[config.mk]
export PLATFORM = sky130hd
export DESIGN_NAME = arb_req_client
export DESIGN_NICKNAME = d
export VERILOG_FILES = /design/src/rtl/arb_client_pkg.sv /design/src/rtl/arb_client_fifo.sv /design/src/rtl/arb_req_client.sv
export SDC_FILE = /design/constraint.sdc
export NUM_CORES = 1
export LEC_CHECK = 0
export BUFFER_PORTS_ARGS = -buffer_cell sky130_fd_sc_hd__buf_2
export CAP_MARGIN = 25
export CORE_AREA = 2 2 62 64
export DETAILED_ROUTE_END_ITERATION = 6
export DIE_AREA = 0 0 64 66
export GPL_TIMING_DRIVEN = 0
export HOLD_SLACK_MARGIN = 0.08
export PLACE_DENSITY_LB_ADDON = 0.15
export SLEW_MARGIN = 0
export SYNTH_ARGS = -nofsm -noshare
export SYNTH_HDL_FRONTEND = slang
export SYNTH_SLANG_ARGS = --single-unit
[constraint.sdc]
create_clock -name clk -period 3.1 [get_ports clk]
set_clock_uncertainty 0.2 [all_clocks]
set_input_delay 0.62 -clock clk [delete_from_list [all_inputs] [get_ports clk]]
set_output_delay 0.62 -clock clk [all_outputs]
set_load 0.05 [all_outputs]
[src/rtl/arb_client_pkg.sv]
// Shared types for the arbiter requester agent: FSM state encoding and default job length type.
package arb_client_pkg;

  localparam int LEN_W_DFLT = 4;

  typedef logic [LEN_W_DFLT-1:0] len_t;

  typedef enum logic [1:0] {
    IDLE   = 2'd0,
    ACTIVE = 2'd1,
    GAP    = 2'd2
  } state_t;

endpackage

[src/rtl/arb_client_fifo.sv]
// Job FIFO for arb_req_client: DEPTH entries of job length, wrap-around pointers plus occupancy count.
module arb_client_fifo #(
  parameter int DEPTH = 4,
  parameter int LEN_W = 4
) (
  input  logic                   clk,
  input  logic                   rst,
  input  logic                   push,
  input  logic [LEN_W-1:0]       din,
  input  logic                   pop,
  output logic                   full,
  output logic                   empty,
  output logic [$clog2(DEPTH):0] count,
  output logic [LEN_W-1:0]       head
);

  localparam int PTR_W = $clog2(DEPTH);
  localparam int CNT_W = $clog2(DEPTH) + 1;

  logic [LEN_W-1:0] mem [DEPTH];
  logic [PTR_W-1:0] wr_ptr;
  logic [PTR_W-1:0] rd_ptr;
  logic             do_push;
  logic             do_pop;

  assign full    = (count == CNT_W'(DEPTH));
  assign empty   = (count == '0);
  assign do_push = push & ~full;
  assign do_pop  = pop & ~empty;
  assign head    = mem[rd_ptr];

  // NOTE: storage has no reset; the count and pointers alone decide which entries are valid.
  // NOTE: sequential state uses non-blocking assignments so every flop samples pre-edge values.
  always_ff @(posedge clk) begin
    if (do_push) mem[wr_ptr] <= din;
  end

  // Pointers wrap naturally because DEPTH is a power of two.
  always_ff @(posedge clk or posedge rst) begin
    if (rst) begin
      wr_ptr <= '0;
      rd_ptr <= '0;
      count  <= '0;
    end else begin
      if (do_push) wr_ptr <= wr_ptr + 1'b1;
      if (do_pop)  rd_ptr <= rd_ptr + 1'b1;
      case ({do_push, do_pop})
        2'b10:   count <= count + 1'b1;
        2'b01:   count <= count - 1'b1;
        default: count <= count;
      endcase
    end
  end

endmodule

[src/rtl/arb_req_client.sv]
// Requester-side agent for a 2-way req/gnt arbiter: queues bursts, drives req, counts beats,
// survives preemption, inserts a one-cycle gap between bursts and flags starvation.
module arb_req_client
  import arb_client_pkg::*;
#(
  parameter int DEPTH    = 4,
  parameter int LEN_W    = LEN_W_DFLT,
  parameter int STARVE_W = 8
) (
  input  logic                   clk,
  input  logic                   rst,
  input  logic                   job_valid,
  input  logic [LEN_W-1:0]       job_len,
  output logic                   job_ready,
  output logic                   req,
  input  logic                   gnt,
  output logic                   beat,
  output logic                   done,
  output logic                   starve,
  output logic [$clog2(DEPTH):0] pending
);

  localparam logic [STARVE_W-1:0] WAIT_MAX = '1;

  state_t              state;
  state_t              state_nxt;
  logic [LEN_W-1:0]    remaining;
  logic [LEN_W-1:0]    fifo_head;
  logic [STARVE_W-1:0] wait_cnt;
  logic [STARVE_W-1:0] wait_nxt;
  logic                fifo_full;
  logic                fifo_empty;
  logic                last_beat;
  logic                load_rem;

  assign job_ready = ~fifo_full;

  arb_client_fifo #(
    .DEPTH (DEPTH),
    .LEN_W (LEN_W)
  ) u_fifo (
    .clk   (clk),
    .rst   (rst),
    .push  (job_valid & ~fifo_full),
    .din   (job_len),
    .pop   (last_beat),
    .full  (fifo_full),
    .empty (fifo_empty),
    .count (pending),
    .head  (fifo_head)
  );

  // State register; req is a flop so the arbiter sees a clean, registered request.
  always_ff @(posedge clk or posedge rst) begin
    if (rst) begin
      state <= IDLE;
      req   <= 1'b0;
    end else begin
      state <= state_nxt;
      req   <= (state_nxt == ACTIVE);
    end
  end

  // NOTE: state_nxt gets a default before the case so no path leaves it unassigned (no latch).
  always_comb begin
    state_nxt = state;
    case (state)
      IDLE:    if (!fifo_empty) state_nxt = ACTIVE;
      ACTIVE:  if (last_beat)   state_nxt = GAP;
      GAP:     state_nxt = fifo_empty ? IDLE : ACTIVE;
      default: state_nxt = IDLE;
    endcase
  end

  // A grant with req low is a protocol error and never forms a beat.
  always_comb begin
    beat      = req & gnt;
    last_beat = beat && (remaining == '0);
    load_rem  = (state_nxt == ACTIVE) && (state != ACTIVE);
  end

  // Wait counter only runs while requesting without a grant; everything else clears it.
  always_comb begin
    wait_nxt = '0;
    if (state == ACTIVE && !gnt)
      wait_nxt = (wait_cnt == WAIT_MAX) ? wait_cnt : wait_cnt + 1'b1;
  end

  always_ff @(posedge clk or posedge rst) begin
    if (rst) begin
      remaining <= '0;
      wait_cnt  <= '0;
      done      <= 1'b0;
      starve    <= 1'b0;
    end else begin
      if (load_rem)
        remaining <= fifo_head;
      else if (beat && remaining != '0)
        remaining <= remaining - 1'b1;
      wait_cnt <= wait_nxt;
      done     <= last_beat;
      starve   <= (wait_nxt == WAIT_MAX);
    end
  end

endmodule
* Word level (Yosys, flattened, before mapping) *
Memories as Yosys holds them, arrays and structs flattened.
Cells that the tools add are included.

word-level totals
  input bits = 8
  memories = 1
  output and inout bits = 8
  logic and storage cells = 53
  RAM bits = 16
  register bits = 24

operators by class
  reduce and logical (&&, ||, !) cells = 11
  multiplexer cells = 11
  equal/unequal tests = 9
  $add $sub $neg = 6
  bitwise logic cells = 6

memory list
  memory      depth  width  read ports  clocked after Yosys merged registers in  write ports  RTL line               source
  u_fifo.mem  4      4      1           0                                        1            arb_client_fifo.sv:20  logic [LEN_W-1:0] mem [DEPTH];

operators by type and width
  cell                                                                    count
  8-bit equality test (second input constant)                             2
  8-bit 2-to-1 mux                                                        2
  8-bit by 1-bit adder with 8-bit output (second input constant)          1
  4-bit 2-to-1 mux                                                        2
  2-bit by 1-bit equality test with 1-bit output (second input constant)  3
  2-bit one-hot mux with 3 select lines                                   1
  3-bit one-hot mux with 2 select lines                                   1
  2-bit by 1-bit adder with 2-bit output (second input constant)          2
  1-bit bitwise AND                                                       4
  2-bit equality test (second input constant)                             2
  1-bit logical AND                                                       4
  4-bit zero test                                                         1
  2-bit 2-to-1 mux                                                        2
  2-bit nonzero test                                                      2
  4-bit nonzero test                                                      1
  4-bit by 1-bit subtractor with 4-bit output (second input constant)     1
  3-bit by 1-bit adder with 3-bit output (second input constant)          1
  3-bit equality test (second input constant)                             1
  3-bit zero test                                                         1
  1-bit 2-to-1 mux                                                        3
  3-bit by 1-bit subtractor with 3-bit output (second input constant)     1
  2-bit zero test                                                         1
  2-bit by 1-bit != test with 1-bit output (second input constant)        1
  1-bit NOT                                                               2
  1-bit zero test                                                         1

* Longest topological paths before layout *
  depth after elaboration = 7
  depth in mapped cells = 11
  depth with buffers taken out = 10

* Modules after synthesis *
From an unflattened synthesis, not the netlist that was laid out.

second synthesis, totals
  cell total of the unflattened synthesis = 153
  area total of the unflattened synthesis = 1910.6 um^2

modules (own cells, without submodules)
  module           instances  cells each  sequential area each (um^2)  area each (um^2)
  arb_client_fifo  1          59          655.6                        1021.0
  arb_req_client   1          94          425.4                        889.6

* Worst setup path before layout *
Ideal clock, no wire load.

  path kind = reg-to-reg
  from = register u_fifo.count[2]
  to = register u_fifo.count[2]
  path buffers = 0
  arrival = 2.660 ns
  data required time = 2.818 ns
  path slack = 0.158 ns
  clock period less this slack = 2.942 ns
  setup time = 0.082 ns
  stages on the path, launching flop included = 10
  cell sequence = dfrtp_1 nand3_1 and2_1 inv_1 ha_1 inv_1 fa_1 xor2_1 nor2_1 xor2_1

between the ends
  longest elaborated chain between the ends = 6
  elaborated cells between the ends (all ways) = 13
  classes of those cells = add/sub: 2; eq/ne: 3; mux: 1; bitwise: 5; reduce/logical: 2

ends and longest elaborated chain
  item                                                                                   RTL line               source
  start: declaration                                                                     arb_client_fifo.sv:13  output logic [$clog2(DEPTH):0] count,
  start signal: assignment                                                               arb_client_fifo.sv:48  2'b10: count <= count + 1'b1;
  start signal: assignment                                                               arb_client_fifo.sv:49  2'b01: count <= count - 1'b1;
  start signal: assignment                                                               arb_client_fifo.sv:50  default: count <= count;
  3-bit equality test (*)                                                                arb_client_fifo.sv:26  assign full = (count == CNT_W'(DEPTH));
  1-bit NOT (*)                                                                          --
  named net job_ready                                                                    arb_req_client.sv:14   output logic job_ready,
  1-bit bitwise AND                                                                      arb_req_client.sv:44   .push (job_valid & ~fifo_full),
  1-bit bitwise AND (*)                                                                  arb_client_fifo.sv:28  assign do_push = push & ~full;
  2-bit by 1-bit equality test with 1-bit output or 2-bit equality test (tied branches)  arb_client_fifo.sv:47  case ({do_push, do_pop})
  3-bit one-hot mux with 2 select lines or 2-bit nonzero test (tied branches)            --

Mark *: on every way through the listed nets, which the timed path passes. The rest lies on a longest branch.
A chain may end at the register's enable or synchronous reset.

* Worst setup path in the final report *
  from = register remaining[0]
  to = register u_fifo.count[2]

between the ends
  longest elaborated chain between the ends = 5
  elaborated cells between the ends (all ways) = 7
  classes of those cells = eq/ne: 2; mux: 1; bitwise: 1; reduce/logical: 3

ends and longest elaborated chain
  item                                                                                   RTL line               source
  start: declaration                                                                     arb_req_client.sv:27   logic [LEN_W-1:0] remaining;
  start signal: assignment                                                               arb_req_client.sv:97   remaining <= fifo_head;
  start signal: assignment                                                               arb_req_client.sv:99   remaining <= remaining - 1'b1;
  4-bit zero test (*)                                                                    arb_req_client.sv:78   last_beat = beat && (remaining == '0);
  1-bit logical AND (*)                                                                  arb_req_client.sv:78
  1-bit bitwise AND (*)                                                                  arb_client_fifo.sv:29  assign do_pop = pop & ~empty;
  named net u_fifo.do_pop                                                                arb_client_fifo.sv:24  logic do_pop;
  2-bit by 1-bit equality test with 1-bit output or 2-bit equality test (tied branches)  arb_client_fifo.sv:47
  3-bit one-hot mux with 2 select lines or 2-bit nonzero test (tied branches)            --

Marked as above.

==> summary.txt <==
Outcome
  • Status: finished, final reports clean

Critical path
  • Type of the worst setup path: reg -> reg
  • Worst setup EP type: flop
  • Max stage delay cell, worst path: or3b_2
  • Worst Path Required: about 3.2 ns
  • Cells on worst reg2reg path: 10
  • CP arrival: 2.91 ns
  • CP max stage delay: 0.54 ns
  • Worst-path cell chain: inv_1 > ha_1 > or3b_2 > nor3_4 > ha_1 > inv_1 > fa_1 > xor2_1 > nor2_1 > xor2_1
  • Critical path origin: remaining[0]$_DFFE_PP0P_
  • Reg-to-reg critical path startpoint: remaining[0]$_DFFE_PP0P_
  • CP Max Fanout: 7
  • CP startpoint kind: flop

Floorplanning
  • Die W: roughly 64 microns
  • Die Y-Extent: about 66 microns
  • IO Pins: 16
  • Rows: 22
  • DIE AREA: 4224 sq um
  • Core Footprint: 3551 sq um
  • Initial core utilization: a little over half

Synthesis
  • Post-Syn Nets: between 150 and 200
  • Post-synthesis sequential area ratio: 57.07%
  • Synth Register Bits: 40
  • Cell Area, Synth: 1894 sq um
  • Ys async rst share: 60.00%
  • Ys flop type: dfrtp_1
  • Yosys warns: 0
  • Synth cell types: 42
  • Post-synth EDFFs: 16
  • Avg Cell Area, Syn: 12.22 sq um
  • Gate Count Post-Synth: 155

GRT
  • Largest net degree at the start of global routing: 25
  • Total track usage: 17.32%
  • First-pass GRT wire length: approximately 5500 microns
  • Initial antenna violation count: 0
  • Gr ovfl total: 0
  • Vias in the first global route: 1235

Routing
  • DRT Wirelength: 3091 microns
  • Vias per inst: 5.489
  • Detailed-route via count: 1246
  • ANT nets after route: 0
  • First drt pass iteration count: 4
  • DRC violations left: 0
  • DRT iter0 DRCs: 66
  • Routed len/inst: between 10 and 15 microns

STA
  • Fin crit period: 2.832 ns
  • Final Slew Violations: 0
  • Hold WS: 0.2387 ns
  • Fin. Hold Viols: 0
  • Finish-stage setup viols: 0
  • Worst rel slew slack: 39.50%
  • TNS Setup: 0 ns
  • Measured slew at the worst slew-check pin: a little over 0.9 ns
  • RSZ-0062 raised after global routing: false
  • Period utilization: 91.35%
  • Final setup slack of the worst path: about 0.27 ns
  • Highest Clock Rate: 353.1 MHz

Place
  • Dpl cell area: 2029 sq um
  • Dpl hpwl: 2241 microns
  • Pre-CTS setup slack: 0.1355 ns
  • GP Congestion: around 0.86
  • PortBufs: 15

CTS
  • CTS H-tree lvls: 2
  • Clk sink count: 40
  • CTS tree: done
  • Cts bufs inserted: 5
  • Root Driver: clkbuf_4
  • Worst-path clk slew: 0.13 ns
  • Clock latency on the worst-skew pair: 0.36 ns
  • CTS Buffer Depth: 2

Final layout
  • FF+latch area: 1081 sq um
  • Area delta synth->final: 12.55%
  • Area of the multi-input gates: 758.2 sq um
  • Filler cells: 300
  • Layout Nets: a little under 200
  • Share of layout cells above drive strength 1: 22.35%
  • Fin area: 2132 sq um
  • # diodes: 0

Min path
  • Hold/Removal Path Class: in -> async

Job
  • Max-cap violations: 0

Power and ir drop
  • VDD IR max: 0.0004102 V
  • Pwr Density: 839.6 nW/um^2
  • Static Leak: 0.8971 nW
==> cell type report <==
class | count | share of cell area [%]
Inverter | 12 | 2.113
Timing Repair Buffer | 17 | 4.225
Clock inverter | 3 | 2.230
Tap cell | 48 | 2.817
Clock buffer | 5 | 1.761
Buffer | 3 | 0.5869
Sequential cell | 40 | 50.70
Multi-Input combinational cell | 99 | 35.56
==> repair_timing <==
| action | in CTS | in global routing |
|---|---|---|
| setup buffers | 0 | 2 |
| resized for setup | 0 | 1 |
| setup endpoints to repair | 0 | 1 |
| hold buffers | 0 | 0 |
==> power breakdown <==
group	leakage, nW	switching (mW)	internal [mW]
Sequential	0.447	0.0957	0.695
Combinational	0.405	0.398	0.247
Clock	0.0454	0.182	0.172
==> through the flow <==
step / utilization (%) / cells / power [mW]
6_report: 60.04 / 227 / 1.790
5_1_grt: 60.04 / 227 / 1.918
4_1_cts: 59.55 / 226 / 1.805
3_5_place_dp: 57.15 / 218 / 1.451
3_3_place_gp: 57.15 / 218 / 1.419
2_1_floorplan: - / 155 / 1.298
==> kinds of logic after synthesis <==
family	after synthesis	share of synthesized area, %
muxes	7	6.473
AOI/OAI and AO/OA	20	6.738
xor gates and xnor gates	10	4.623
and+or+nand+nor	53	15.52
buffers and inverters	16	3.236
adders and majority gates	9	6.341
DFF	40	57.07
==> state kept, by name (all words and copies together), names as in the netlist, 2 cells and up <==
signal and count:
u_fifo.mem 16, wait_cnt 8, remaining 4, u_fifo.count 3, state 2, u_fifo.rd_ptr 2, u_fifo.wr_ptr 2
==> placed cells by master, fill, tap and decap left out, drive strengths merged, types with 6 or more instances in the layout <==
cell type / count
a21oi: 6
and3: 6
buf: 18
clkbuf: 7
dfrtp: 24
edfxtp: 16
ha: 8
inv: 12
nand2: 7
nand3: 7
nor2: 13
xor2: 6
==> cell usage after synthesis (2+ instances only) <==
master | number | area share [%]
xnor2_1 | 4 | 1.8
nand3_1 | 6 | 1.6
and2_1 | 2 | 0.66
dfrtp_1 | 24 | 32
ha_1 | 8 | 5.3
edfxtp_1 | 16 | 25
o21ai_0 | 5 | 1.3
nand2_1 | 7 | 1.4
and3_1 | 5 | 1.7
nor2_1 | 13 | 2.6
inv_1 | 12 | 2.4
mux2_2 | 2 | 1.2
a21oi_1 | 6 | 1.6
a211oi_1 | 2 | 0.79
xor2_1 | 6 | 2.8
mux4_2 | 4 | 4.8
nor3_1 | 4 | 1.1
nand2b_1 | 2 | 0.66
clkbuf_1 | 3 | 0.59
nand4_1 | 2 | 0.66
==> layer usage <==
metal  wire length [microns]  global-route usage (%)
met5                       0                       0
met4                      75                   8.696
met3                     158                   6.644
met2                    1546                   28.52
met1                    1312                   19.70
==> path summary, 6_finish.rpt <==
check | slack (ns) | end
worst max-delay path | 0.27 | u_fifo.count[2]$_DFFE_PP0P_
worst min-delay path | 0.24 | wait_cnt[2]$_DFF_PP0_
worst max register to register | 0.27 | u_fifo.count[2]$_DFFE_PP0P_
worst min register to register | 0.32 | u_fifo.count[0]$_DFFE_PP0P_
max in group asynchronous | 1.91 | u_fifo.rd_ptr[0]$_DFFE_PP0P_
min in group clk | 0.27 | u_fifo.mem[2][3]$_DFFE_PP_
==> critical path, delay by kind of cell, from the launching register on <==
kind / cells / cell delay [ns]
DFF: 1 / 0.43
xor gates and xnor gates: 2 / 0.31
and+or+nand+nor: 3 / 0.93
adders and majority gates: 3 / 0.74
buffers and inverters: 2 / 0.15
Power figures use the tool's default switching activity.
